`src/rtl/usb_frame_pkg.sv`:
```
// Shared types and constants for the USB frame packer.
// Contents: FSM state enum, default SOF/EOF words, CRC-16/CCITT constants and
// a one-word CRC step function (MSB first).
// Configuration macro: USB_FRAME_CRC_EN adds the CRC state to the enum.
package usb_frame_pkg;

    typedef enum logic [2:0] {
        StIdle,
        StHead,
        StSeq,
        StBody,
        StCnt,
`ifdef USB_FRAME_CRC_EN
        StCrc,
`endif
        StTail,
        StPend
    } state_e;

    localparam logic [15:0] SOF_WORD_DEFAULT = 16'hA5A5;
    localparam logic [15:0] EOF_WORD_DEFAULT = 16'h5A5A;
    localparam logic [15:0] CRC_POLY         = 16'h1021;
    localparam logic [15:0] CRC_INIT         = 16'hFFFF;

    // Folds one 16-bit word into the running CRC, most significant bit first.
    function automatic logic [15:0] crc16_step(input logic [15:0] crc, input logic [15:0] data);
        logic [15:0] c;
        logic        fb;
        c = crc;
        for (int i = 15; i >= 0; i--) begin
            fb = c[15] ^ data[i];
            c  = {c[14:0], 1'b0} ^ (fb ? CRC_POLY : 16'h0000);
        end
        return c;
    endfunction

endpackage

```
`src/rtl/usb_frame_fifo.sv`:
```
// Synchronous first-word-fall-through FIFO for buffering payload words.
// Ports: clk, reset (sync, active-high), wr_en/wr_data push, rd_en pop,
// rd_data shows the head word whenever empty is low, full/empty status.
// Writes while full and reads while empty are ignored.
module usb_frame_fifo #(
    parameter int unsigned DEPTH_LOG2 = 5,
    parameter int unsigned WIDTH      = 16
) (
    input  logic             clk,
    input  logic             reset,
    input  logic             wr_en,
    input  logic [WIDTH-1:0] wr_data,
    input  logic             rd_en,
    output logic [WIDTH-1:0] rd_data,
    output logic             full,
    output logic             empty
);

    logic [WIDTH-1:0]    mem [2**DEPTH_LOG2];
    logic [DEPTH_LOG2:0] wptr_q;
    logic [DEPTH_LOG2:0] rptr_q;
    logic                do_wr;
    logic                do_rd;

    // Extra pointer bit distinguishes full from empty when the indices match.
    assign empty   = (wptr_q == rptr_q);
    assign full    = (wptr_q[DEPTH_LOG2] != rptr_q[DEPTH_LOG2]) &&
                     (wptr_q[DEPTH_LOG2-1:0] == rptr_q[DEPTH_LOG2-1:0]);
    assign do_wr   = wr_en && !full;
    assign do_rd   = rd_en && !empty;
    assign rd_data = mem[rptr_q[DEPTH_LOG2-1:0]];

    always_ff @(posedge clk) begin
        if (do_wr) begin
            mem[wptr_q[DEPTH_LOG2-1:0]] <= wr_data;
        end
    end

    always_ff @(posedge clk) begin
        if (reset) begin
            wptr_q <= '0;
            rptr_q <= '0;
        end else begin
            if (do_wr) wptr_q <= wptr_q + 1'b1;
            if (do_rd) rptr_q <= rptr_q + 1'b1;
        end
    end

endmodule

```
`src/rtl/usb_frame_packer.sv`:
```
// Frames a 16-bit payload stream into packets for a USB external FIFO.
// Frame: SOF_WORD, sequence number, payload, word count, [CRC], EOF_WORD, then
// a one-cycle active-low PktEnd_n. An idle timeout in BODY also pulses PktEnd_n.
// Ports: Clk, reset (sync, active-high), FrameStart/FrameEnd pulses,
// InData/InData_en payload, UsbFifoFull back-pressure, UsbFifoData/_en write
// port, PktEnd_n, sticky Overflow, FrameSeq (last completed frame), Busy.
// Configuration macro: USB_FRAME_CRC_EN appends a CRC-16/CCITT word.
module usb_frame_packer
    import usb_frame_pkg::*;
#(
    parameter int unsigned DEPTH_LOG2   = 5,
    parameter logic [15:0] SOF_WORD     = SOF_WORD_DEFAULT,
    parameter logic [15:0] EOF_WORD     = EOF_WORD_DEFAULT,
    parameter int unsigned IDLE_TIMEOUT = 1024
) (
    input  logic        Clk,
    input  logic        reset,
    input  logic        FrameStart,
    input  logic        FrameEnd,
    input  logic [15:0] InData,
    input  logic        InData_en,
    input  logic        UsbFifoFull,
    output logic [15:0] UsbFifoData,
    output logic        UsbFifoData_en,
    output logic        PktEnd_n,
    output logic        Overflow,
    output logic [15:0] FrameSeq,
    output logic        Busy
);

    localparam int unsigned IdleW = $clog2(IDLE_TIMEOUT + 1);

    state_e             state_q, state_d;
    logic               out_valid_q, out_valid_d;
    logic [15:0]        out_data_q, out_data_d;
    logic               frame_end_q;
    logic [15:0]        word_cnt_q;
    logic [IdleW-1:0]   idle_cnt_q;
    logic               flush_q;
    logic [15:0]        seq_q;
    logic               overflow_q;
`ifdef USB_FRAME_CRC_EN
    logic [15:0]        crc_q;
`endif

    logic               fifo_push, fifo_pop, fifo_full, fifo_empty;
    logic [15:0]        fifo_rdata;
    logic               accept_win, drop, out_accept, out_free, idle_run;

    usb_frame_fifo #(
        .DEPTH_LOG2 (DEPTH_LOG2),
        .WIDTH      (16)
    ) u_fifo (
        .clk     (Clk),
        .reset   (reset),
        .wr_en   (fifo_push),
        .wr_data (InData),
        .rd_en   (fifo_pop),
        .rd_data (fifo_rdata),
        .full    (fifo_full),
        .empty   (fifo_empty)
    );

    // Payload is taken only while the frame body is open; frame_end_q is registered so a
    // word arriving together with FrameEnd still belongs to the frame.
    assign accept_win = ((state_q == StSeq) || (state_q == StBody)) && !frame_end_q;
    assign fifo_push  = InData_en && accept_win && !fifo_full;
    assign drop       = InData_en && ((state_q == StIdle) || (accept_win && fifo_full));
    // The output register holds one pending word; it is written on any cycle with room.
    assign out_accept = out_valid_q && !UsbFifoFull;
    assign out_free   = !out_valid_q || !UsbFifoFull;
    assign idle_run   = (state_q == StBody) && fifo_empty && !frame_end_q;

    always_comb begin
        state_d     = state_q;
        out_valid_d = out_valid_q && !out_accept;
        out_data_d  = out_data_q;
        fifo_pop    = 1'b0;
        unique case (state_q)
            StIdle: if (FrameStart) begin
                out_valid_d = 1'b1;
                out_data_d  = SOF_WORD;
                state_d     = StHead;
            end
            StHead: if (out_accept) begin
                out_valid_d = 1'b1;
                out_data_d  = seq_q + 16'd1;
                state_d     = StSeq;
            end
            StSeq: if (out_accept) state_d = StBody;
            StBody: if (out_free) begin
                if (!fifo_empty) begin
                    fifo_pop    = 1'b1;
                    out_valid_d = 1'b1;
                    out_data_d  = fifo_rdata;
                end else if (frame_end_q) begin
                    out_valid_d = 1'b1;
                    out_data_d  = word_cnt_q;
                    state_d     = StCnt;
                end
            end
            StCnt: if (out_accept) begin
                out_valid_d = 1'b1;
`ifdef USB_FRAME_CRC_EN
                out_data_d  = crc_q;
                state_d     = StCrc;
`else
                out_data_d  = EOF_WORD;
                state_d     = StTail;
`endif
            end
`ifdef USB_FRAME_CRC_EN
            StCrc: if (out_accept) begin
                out_valid_d = 1'b1;
                out_data_d  = EOF_WORD;
                state_d     = StTail;
            end
`endif
            StTail: if (out_accept) state_d = StPend;
            StPend: state_d = StIdle;
            default: state_d = StIdle;
        endcase
    end

    always_ff @(posedge Clk) begin
        if (reset) begin
            state_q     <= StIdle;
            out_valid_q <= 1'b0;
            out_data_q  <= '0;
            frame_end_q <= 1'b0;
            word_cnt_q  <= '0;
            idle_cnt_q  <= '0;
            flush_q     <= 1'b0;
            seq_q       <= '0;
            overflow_q  <= 1'b0;
`ifdef USB_FRAME_CRC_EN
            crc_q       <= CRC_INIT;
`endif
        end else begin
            state_q     <= state_d;
            out_valid_q <= out_valid_d;
            out_data_q  <= out_data_d;
            if (drop) overflow_q <= 1'b1;
            if (state_q == StIdle) begin
                frame_end_q <= 1'b0;
                word_cnt_q  <= '0;
`ifdef USB_FRAME_CRC_EN
                crc_q       <= CRC_INIT;
`endif
            end else begin
                if (fifo_push) begin
                    word_cnt_q <= word_cnt_q + 16'd1;
`ifdef USB_FRAME_CRC_EN
                    crc_q      <= crc16_step(crc_q, InData);
`endif
                end
                if (FrameEnd && (state_q inside {StHead, StSeq, StBody})) frame_end_q <= 1'b1;
            end
            flush_q <= 1'b0;
            if (fifo_push || !idle_run) begin
                idle_cnt_q <= '0;
            end else if (idle_cnt_q == IdleW'(IDLE_TIMEOUT - 1)) begin
                idle_cnt_q <= '0;
                flush_q    <= 1'b1;
            end else begin
                idle_cnt_q <= idle_cnt_q + 1'b1;
            end
            if (state_q == StPend) seq_q <= seq_q + 16'd1;
        end
    end

    assign UsbFifoData    = out_data_q;
    assign UsbFifoData_en = out_accept;
    assign PktEnd_n       = !((state_q == StPend) || flush_q);
    assign Overflow       = overflow_q;
    assign FrameSeq       = seq_q;
    assign Busy           = (state_q != StIdle);

endmodule

```
`config.mk`:
```
export PLATFORM = sky130hd
export DESIGN_NAME = usb_frame_packer
export DESIGN_NICKNAME = d
export VERILOG_FILES = /design/src/rtl/usb_frame_pkg.sv /design/src/rtl/usb_frame_fifo.sv /design/src/rtl/usb_frame_packer.sv
export SDC_FILE = /design/constraint.sdc
export NUM_CORES = 1
export LEC_CHECK = 0
export BUFFER_PORTS_ARGS = -buffer_cell sky130_fd_sc_hd__clkbuf_2
export CORE_ASPECT_RATIO = 0.75
export CORE_MARGIN = 4
export CORE_UTILIZATION = 62
export DETAILED_ROUTE_END_ITERATION = 7
export GPL_TIMING_DRIVEN = 0
export PLACE_DENSITY = 0.84
export SLEW_MARGIN = 20
export SYNTH_ARGS = -nofsm -noshare
export SYNTH_HDL_FRONTEND = slang
export SYNTH_SLANG_ARGS = --single-unit
```
`constraint.sdc`:
```
create_clock -name Clk -period 4.5 [get_ports Clk]
set_input_delay 0.9 -clock Clk [delete_from_list [all_inputs] [get_ports Clk]]
set_output_delay 0.9 -clock Clk [all_outputs]
set_load 0.02 [all_outputs]
```
-- Word-level counts from Yosys, hierarchy flattened
Memories as Yosys holds them, arrays and structs flattened. A register that Yosys moved wholly into a read port is not among the register bits.
Index checks and enable logic that the tools add are counted.
W data, S select, Z words.
- add/sub/neg operators: 5
- equal/unequal tests: 19
- mux-type cells: 30
- reduce and logical (&&, ||, !) cells: 36
- operators with widths (operator ; number):
    $mux W16 ; 6
    $pmux W16 S4 ; 1
    $add A16 B1 Y16 const B ; 2
    $mux W3 ; 8
    $pmux W3 S6 ; 1
    $ne A2 B2 Y1 const B ; 8
    $logic_and A1 B1 Y1 ; 13
    $add A6 B1 Y6 const B ; 2
    $add A11 B1 Y11 const B ; 1
    $eq A11 B10 Y1 const B ; 1
    $mux W1 ; 11
    $mux W5 ; 2
    $eq A3 B3 Y1 const B ; 3
    $logic_not A1 Y1 ; 8
    $reduce_and A8 Y1 ; 1
    $eq A3 B2 Y1 const B ; 2
    $eq A6 B6 Y1 ; 1
    $reduce_and A6 Y1 ; 1
    $reduce_bool A3 Y1 ; 2
    $reduce_or A2 Y1 ; 3
    $eq A5 B5 Y1 ; 1
    $logic_or A1 B1 Y1 ; 5
    $reduce_bool A4 Y1 ; 1
    $eq A3 B1 Y1 const B ; 1
    other kinds (5) ; 5
- flip-flop bits (word level): 78
- RAM bits: 512
- input bits: 22
- output and inout bits: 36
- word-level logic and storage cells: 102
- memories kept: 1
- memories (name ; words ; bits a word ; read ports ; clocked after memory_dff ; write ports ; line ; RTL):
    u_fifo.mem ; 32 ; 16 ; 1 ; 1 ; 1 ; usb_frame_fifo.sv:19 ; logic [WIDTH-1:0] mem [2**DEPTH_LOG2];

-- Logic depth before layout (Yosys ltp)
Gate-level depths: netlist of run 1.
- depth in word-level cells: 8
- gate-level depth with buffers: 10
- depth with buffers taken out: 7

-- By module
A second synthesis of run 1 with hierarchy kept.
- cell total of the unflattened synthesis: 1672
- area total of the unflattened synthesis: 24551.0 um2
- by module, submodules not included (module ; instances ; cells an instance ; area an instance (um2) ; seq. area each (um2)):
    usb_frame_fifo ; 1 ; 1210 ; 20828.7 ; 15715.1
    usb_frame_packer ; 1 ; 462 ; 3722.3 ; 1321.3

-- Worst setup path after synthesis of run 1
No wires, ideal clock.
- kind: input to register
- start: input port InData_en
- end: memory u_fifo.mem[14][0] (enable)
- library setup time: 409 ps
- arrival time: 2975 ps
- data required time: 4091 ps
- setup slack: 1116 ps
- stages: 5
- buffers on the path: 1
- path through: nor3b_1 > o31a_2 > buf_2 > nand2_1 > nor3_1
- cells in the longest elaborated chain, start to end: 5
- RTL lines (element ; line ; RTL):
    start: declaration ; usb_frame_packer.sv:21 ; input logic InData_en,
    $logic_and A1 B1 Y1 (2 in series) ; usb_frame_packer.sv:67 ; assign fifo_push = InData_en && accept_win && !fifo_full;
    $logic_and A1 B1 Y1 ; usb_frame_fifo.sv:29 ; assign do_wr = wr_en && !full;
    $mux W1 ; usb_frame_fifo.sv:34 ; if (do_wr) begin
    $mux W1 (not written as such) ; usb_frame_fifo.sv:35 ; mem[wptr_q[DEPTH_LOG2-1:0]] <= wr_data;
    end: declaration ; usb_frame_fifo.sv:19 ;
No other way between the ends.

-- Final worst setup path of run 1
- start: register frame_end_q
- end: memory u_fifo.mem[15][8] (enable)
- cells in the longest elaborated chain, start to end: 7
- RTL lines (element ; line ; RTL):
    start: declaration ; usb_frame_packer.sv:36 ; logic frame_end_q;
    start signal: assignment ; usb_frame_packer.sv:130 ; frame_end_q <= 1'b0;
    start signal: assignment ; usb_frame_packer.sv:145 ; frame_end_q <= 1'b0;
    start signal: assignment ; usb_frame_packer.sv:157 ; if (FrameEnd && (state_q inside {StHead, StSeq, StBody})) frame_end_q <= 1'b1;
    $logic_not A1 Y1 ; usb_frame_packer.sv:66 ; assign accept_win = ((state_q == StSeq) || (state_q == StBody)) && !frame_end_q;
    $logic_and A1 B1 Y1 ; usb_frame_packer.sv:66 ;
    $logic_and A1 B1 Y1 (2 in series) ; usb_frame_packer.sv:67 ;
    $logic_and A1 B1 Y1 ; usb_frame_fifo.sv:29 ;
    $mux W1 ; usb_frame_fifo.sv:34 ;
    $mux W1 (not written as such) ; usb_frame_fifo.sv:35 ;
No other way between the ends.

==> flow_summary.toml, run 1 <==
[status]
status = "finished clean"

[pwr]
irDropWorstVdd_uv = 406
comb_power_share_pct = 4.5
power_density_nw_per_um2 = 417
swShare_pct = 22.2
clkPwrFrac_pct = 41.4
p_sw_mw = 2.49
seqPwrFrac_pct = 54.1
power_leakage_nw = 8.42
internal_power_mw = 8.73

[grt]
grt_max_degree = 33
grt_pass1_vias = 14300
overflow = 0
grt_antenna_before_repair = 1
grt_pass1_wl_um = 97400
grt_usage_pct = 33.0

[placed_design]
port-buffer-count = 57
post-place-ws_ns = 0.577
gp_congestion = 0.963
dp_hpwl_um = 42900

[clock_tree]
cts_buffer_depth = 3
cts_resized = 0
cts_setup_buffers = 0
clk_pin_slew_ns = 0.07
cts_sinks = 595
clock_latency_ns = 0.61
cts_tree = "built"
numCtsBuffers = 52
htree_levels = 2
cts_root_buf = "clkbuf_16"
cts_hold_buf = 0

[setup_path]
cp-start-kind = "flop"
worst-path-buf-inv = 3
cp_slowest_cell = "nor3_2"
reg2reg_from = "frame_end_q"
cp-end-kind = "flop"
r2r_cells = 8
path_delay_family = "simple AND/OR/NAND/NOR gates"
ff2ff_setup_slack_ns = 0.67
path_class = "flop to flop"
cp.arrival_ns = 4.14
required_ns = 4.81
crit_chain = "nand2b_1 -> nor3b_1 -> o31a_2 -> nand2_1 -> clkbuf_1 -> nor3_2 -> buf_6 -> buf_4"
cp_max_fo = 10
slowest_delay_ns = 0.94
r2r_end = "u_fifo.mem[15][8]"

[logic_synthesis]
syn-num-nets = 1418
ys_seq_area_share_pct = 71.6
synth_cells = 1388
ys.flop_type = "edfxtp_1"
synthDistinctLibCells = 68
ys.warnings.count = 0
async_flop_share_pct = 0
ys_ff_latch = 595
synth-edff-count = 512
syn_area_um2 = 23800
syn_avg_cell_area_um2 = 17.1

[timing]
hold_viol_final = 0
setup_ws_ns = 0.668
holdWs_ns = 0.454
rsz0062_at_grt = "false"
relSlewSlack_pct = 24.6
worstMarginPinSlew_ns = 1.12
slew_violations = 0
setup_viol = 0
fmax_ghz = 0.261
period_share_pct = 85.2
finalCriticalPeriod_ns = 3.83
finClkSkew_ns = 0.0397

[min_path]
hold_class = "flop to flop"
holdPathEnd = "idle_cnt_q[0]"
holdPathStages = 1
min_from = "idle_cnt_q[0]"

[routing]
wl_um = 67100
drtIter0Drc = 2576
num_vias = 14700
viasPerCell = 7.07
first_pass_iters = 6
drcViolationCount = 0
wl_per_cell_um = 32.4
ant_nets = 0

[cells_and_area]
diodes = 0
drive_above_1_share_pct = 24.4
area_growth_pct = 13.2
finalNetCount = 1556
n_fill_cell = 2135

[floorplanning]
fp.dieH_um = 178
die_w_um = 234
io_pins = 58
die_area_um2 = 41600
design.core.area_um2 = 37500
rows = 61
initial_core_util_pct = 63.5

[run]
max-cap-violations = 0
[kinds of logic (layout without fill, tap and decap cells)]
| kind of cell | Yosys count | count (layout) | synth area share, % |
|---|---|---|---|
| AOI/OAI and AO/OA | 151 | 151 | 4.52 |
| xor gates and xnor gates | 62 | 62 | 2.31 |
| adders and majority gates | 8 | 8 | 0.421 |
| buffers and inverters | 89 | 270 | 1.88 |
| DFF | 595 | 595 | 71.6 |
| muxes | 150 | 150 | 12.3 |
| and+or+nand+nor | 333 | 333 | 6.91 |
[stage by stage]
step                      total power [mW]  cell area (um^2)  util (%)  TNS (ns)  std cells
after floorplan                       6.44             23800         -         0       1388
after global placement                6.64             24700      65.9    -56.46       1949
after detailed placement              6.67             25200      67.1         0       1976
after CTS                             11.2             26900      71.8         0       2073
after global routing                  11.5             26900      71.8         0       2073
final                                 11.2             26900      71.8         0       2073
[power by group through the flow]
stage | Sequential (mW) | Combinational (mW) | Clock [mW]
CTS | 6.07 | 0.484 | 4.66
floorplan | 6.21 | 0.230 | 0
finish | 6.07 | 0.500 | 4.65
detailed placement | 6.19 | 0.476 | 0
global route | 6.07 | 0.535 | 4.90
global placement | 6.19 | 0.457 | 0
[worst max path at each step]
stage / start / end / cells after the start / slack, ns
6_report: frame_end_q / u_fifo.mem[15][8] / 8 / 0.67
5_1_grt: frame_end_q / u_fifo.mem[15][8] / 8 / 0.58
4_1_cts: frame_end_q / u_fifo.mem[15][8] / 8 / 0.79
3_5_place_dp: InData_en / u_fifo.mem[15][8] / 8 / 0.58
3_3_place_gp: InData_en / u_fifo.mem[14][8] / 6 / -1.06
2_1_floorplan: InData_en / u_fifo.mem[14][0] / 5 / 1.12
[Yosys cell counts, types with 20 or more instances]
library cell	number	share of area, %
buf_2	20	0.42
clkbuf_1	30	0.47
dfxtp_1	83	7.0
edfxtp_1	512	65
mux2i_1	24	1.0
mux4_2	113	11
nand2_1	55	0.87
nand3_1	22	0.46
nor2_1	121	1.9
nor3_1	21	0.44
o22ai_1	38	1.0
xnor2_1	30	1.1
xor2_1	31	1.1
[per-layer routing]
metal	track usage (%)	up-vias	share of wire [%]
met5	0	-	0.025
met4	13.1	2	5.1
met3	10.6	242	15
met2	49.1	1349	45
met1	46.1	7290	35
li1	-	5782	-
[sequential cells by signal, summed over array words and instances (netlist names), named ones only]
| register | count |
|---|---|
| u_fifo.mem | 512 |
| u_fifo.wptr_q | 6 |
| u_fifo.rptr_q | 6 |
| state_q | 3 |
| idle_cnt_q | 11 |
| FrameSeq | 16 |
| flush_q | 1 |
| Overflow | 1 |
| out_valid_q | 1 |
| frame_end_q | 1 |
| word_cnt_q | 16 |
| UsbFifoData | 16 |
[layout by cell type, fill, tap and decap left out, drive strengths merged, types with 4 or more instances in the layout]
cell | netlist | routed
a221oi | 10 | 10
nor3 | 21 | 21
o21ai | 17 | 17
a22o | 5 | 5
nor2b | 12 | 12
inv | 17 | 17
nor2 | 129 | 129
mux2 | 13 | 13
dfxtp | 83 | 83
edfxtp | 512 | 512
nor3b | 5 | 5
or3 | 9 | 9
or2 | 4 | 4
nand3b | 4 | 4
nand2 | 55 | 55
nand2b | 17 | 17
o31ai | 4 | 4
o22ai | 38 | 38
bufinv | 0 | 6
buf | 40 | 67
xor2 | 31 | 31
nand4 | 19 | 19
nor4 | 9 | 9
o2111ai | 6 | 6
clkbuf | 31 | 151
clkinv | 1 | 23
a21oi | 16 | 16
a22oi | 7 | 7
and3 | 13 | 13
xnor2 | 31 | 31
mux4 | 113 | 113
mux2i | 24 | 24
nand3 | 24 | 24
ha | 8 | 8
a31oi | 7 | 7
clkinvlp | 0 | 6
or4 | 5 | 5
a211oi | 13 | 13
[layout make-up]
cell class	count	area, um^2	area share (%)
multi-input cells	704	6440	23.9
flip-flops and latches	595	17000	63.3
well taps	504	631	2.34
inverters	18	67.6	0.251
repair buffers	84	604	2.24
clock inverters	34	367	1.36
plain buffers	71	379	1.41
clock buffers	63	1390	5.18
(Power assumes the default switching activity.)
==> run 2: changes to the inputs <==
--- a/config.mk
+++ b/config.mk
@@ -12,6 +12,8 @@
 export DETAILED_ROUTE_END_ITERATION = 7
 export GPL_TIMING_DRIVEN = 0
 export PLACE_DENSITY = 0.84
+export RECOVER_POWER = 100
+export SETUP_SLACK_MARGIN = 0.05
 export SLEW_MARGIN = 20
 export SYNTH_ARGS = -nofsm -noshare
 export SYNTH_HDL_FRONTEND = slang
==> flow_summary.toml, run 2 (synthesis gave the netlist of run 1 again) <==
[clock_tree]
cts_resized = 0
cts_tree = "built"
numCtsBuffers = 52
htree_levels = 2
clock_latency_ns = 0.61
cts_hold_buf = 0
cts_setup_buffers = 0
cts_root_buf = "clkbuf_16"
clk_pin_slew_ns = 0.07
cts_sinks = 595
cts_buffer_depth = 3

[setup_path]
crit_chain = "nand2b_1 -> nor3b_1 -> o31a_2 -> clkbuf_1 -> nand2_1 -> nor3_1 -> clkbuf_2"
required_ns = 4.77
ff2ff_setup_slack_ns = 0.26
endpoint = "u_fifo.mem[13][8]"
cp_max_fo = 10
path_delay_family = "simple AND/OR/NAND/NOR gates"
worst-path-buf-inv = 2
cp-end-kind = "flop"
path_depth = 7
cp.arrival_ns = 4.52
cp_slowest_cell = "nor3_1"
startpoint = "frame_end_q"
r2r_end = "u_fifo.mem[13][8]"
path_class = "flop to flop"
slowest_delay_ns = 0.68
cp-start-kind = "flop"
reg2reg_from = "frame_end_q"
r2r_cells = 7

[routing]
first_pass_iters = 8
wl_um = 67200
drtIter0Drc = 2486
drcViolationCount = 1
ant_nets = 0
viasPerCell = 7.10
wl_per_cell_um = 32.4
num_vias = 14700

[cells_and_area]
area_growth_pct = 12.3
drive_above_1_share_pct = 19.1
finalNetCount = 1556
final_cell_mix = "edfxtp_1 (512), mux4_2 (113), nor2_1 (107)"
largest_reg_flops = 512
final_core_util_pct = 71.3
diodes = 0
final_common_cell = "edfxtp_1"

[floorplanning]
io_pins = 58
die_area_um2 = 41600
initial_core_util_pct = 63.5
rows = 61
die_w_um = 234
fp.dieH_um = 178
design.core.area_um2 = 37500

[pwr]
swShare_pct = 22.3
p_sw_mw = 2.50
irDropWorstVdd_uv = 408
power_density_nw_per_um2 = 420
power_leakage_nw = 8.17
comb_power_share_pct = 4.3
internal_power_mw = 8.72
seqPwrFrac_pct = 54.2
clkPwrFrac_pct = 41.5

[timing]
worstMarginPinSlew_ns = 2.19
rsz0062_at_grt = "false"
relSlewSlack_pct = -46.8
slew_violations = 232
finalCriticalPeriod_ns = 4.24
fmax_ghz = 0.236
hold_viol_final = 0
period_share_pct = 94.2
holdWs_ns = 0.456
setup_viol = 0
finClkSkew_ns = 0.0401

[grt]
grt_antenna_before_repair = 1
grt_usage_pct = 33.0
grt_max_degree = 33
overflow = 0
grt_pass1_wl_um = 97400
grt_pass1_vias = 14300

[status]
status = "finished with violations"
violations = "DRC, capacitance limit, slew limit"

[placed_design]
port-buffer-count = 57
gp_congestion = 0.963
dp_hpwl_um = 42900

[min_path]
hold_class = "flop to flop"

[run]
max-cap-violations = 10
run 2: cell count changes in the layout (fill, tap and decap cells not counted), moves of 3 or more:
cell / change
buf_2: -5
buf_4: -3
buf_6: -6
clkbuf_1: +65
clkbuf_2: -49
nor2_1: +14
nor2_2: -10
nor2_4: -4
run 2: power groups by stage:
stage,combinational (mW),clock [mW],sequential (mW)
after floorplan,0.230,0,6.21
after global placement,0.457,0,6.19
after detailed placement,0.476,0,6.19
after CTS,0.484,4.66,6.07
after global routing,0.522,4.90,6.07
final,0.487,4.65,6.07
run 2: layer usage:
layer	track usage (%)	wire, um	vias to the layer above
met3	10.6	10200	261
met5	0	12	-
met1	46.1	23600	7324
li1	-	-	5792
met4	13.1	3460	2
met2	49.1	29900	1333
run 2: worst register-to-register path, stage by stage (launching register included):
cell,delay [ns]
dfxtp_1,0.45
nand2b_1,0.25
nor3b_1,0.62
o31a_2,0.32
clkbuf_1,0.62
nand2_1,0.55
nor3_1,0.68
clkbuf_2,0.42
run 2: final cells by class:
class                           count  area (um^2)
Clock buffer                       63         1390
Tap cell                          504          631
Fill cell                        2196        10800
Multi-Input combinational cell    704         6360
Buffer                             71          362
Sequential cell                   595        17000
Clock inverter                     34          367
Timing Repair Buffer               84          487
Inverter                           18         67.6
run 2: worst min-delay path by stage:
stage                        from             to  slack [ns]  cells past startpoint
floorplan           idle_cnt_q[0]  idle_cnt_q[0]        0.43                      1
global placement    idle_cnt_q[0]  idle_cnt_q[0]        0.44                      1
CTS                 idle_cnt_q[0]  idle_cnt_q[0]        0.46                      1
global route        idle_cnt_q[0]  idle_cnt_q[0]        0.48                      1
detailed placement  idle_cnt_q[0]  idle_cnt_q[0]        0.45                      1
finish              idle_cnt_q[0]  idle_cnt_q[0]        0.46                      1
run 2: metrics by stage:
stage / std cells / setup slack (ns) / power, mW / cell area (um^2) / setup TNS [ns]
after floorplan: 1388 / 1.12 / 6.44 / 23800 / 0
after global placement: 1949 / -1.06 / 6.64 / 24700 / -56.46
after detailed placement: 1976 / 0.577 / 6.67 / 25200 / 0
after CTS: 2073 / 0.788 / 11.2 / 26900 / 0
after global routing: 2073 / 0.289 / 11.5 / 26700 / 0
final: 2073 / 0.259 / 11.2 / 26700 / 0
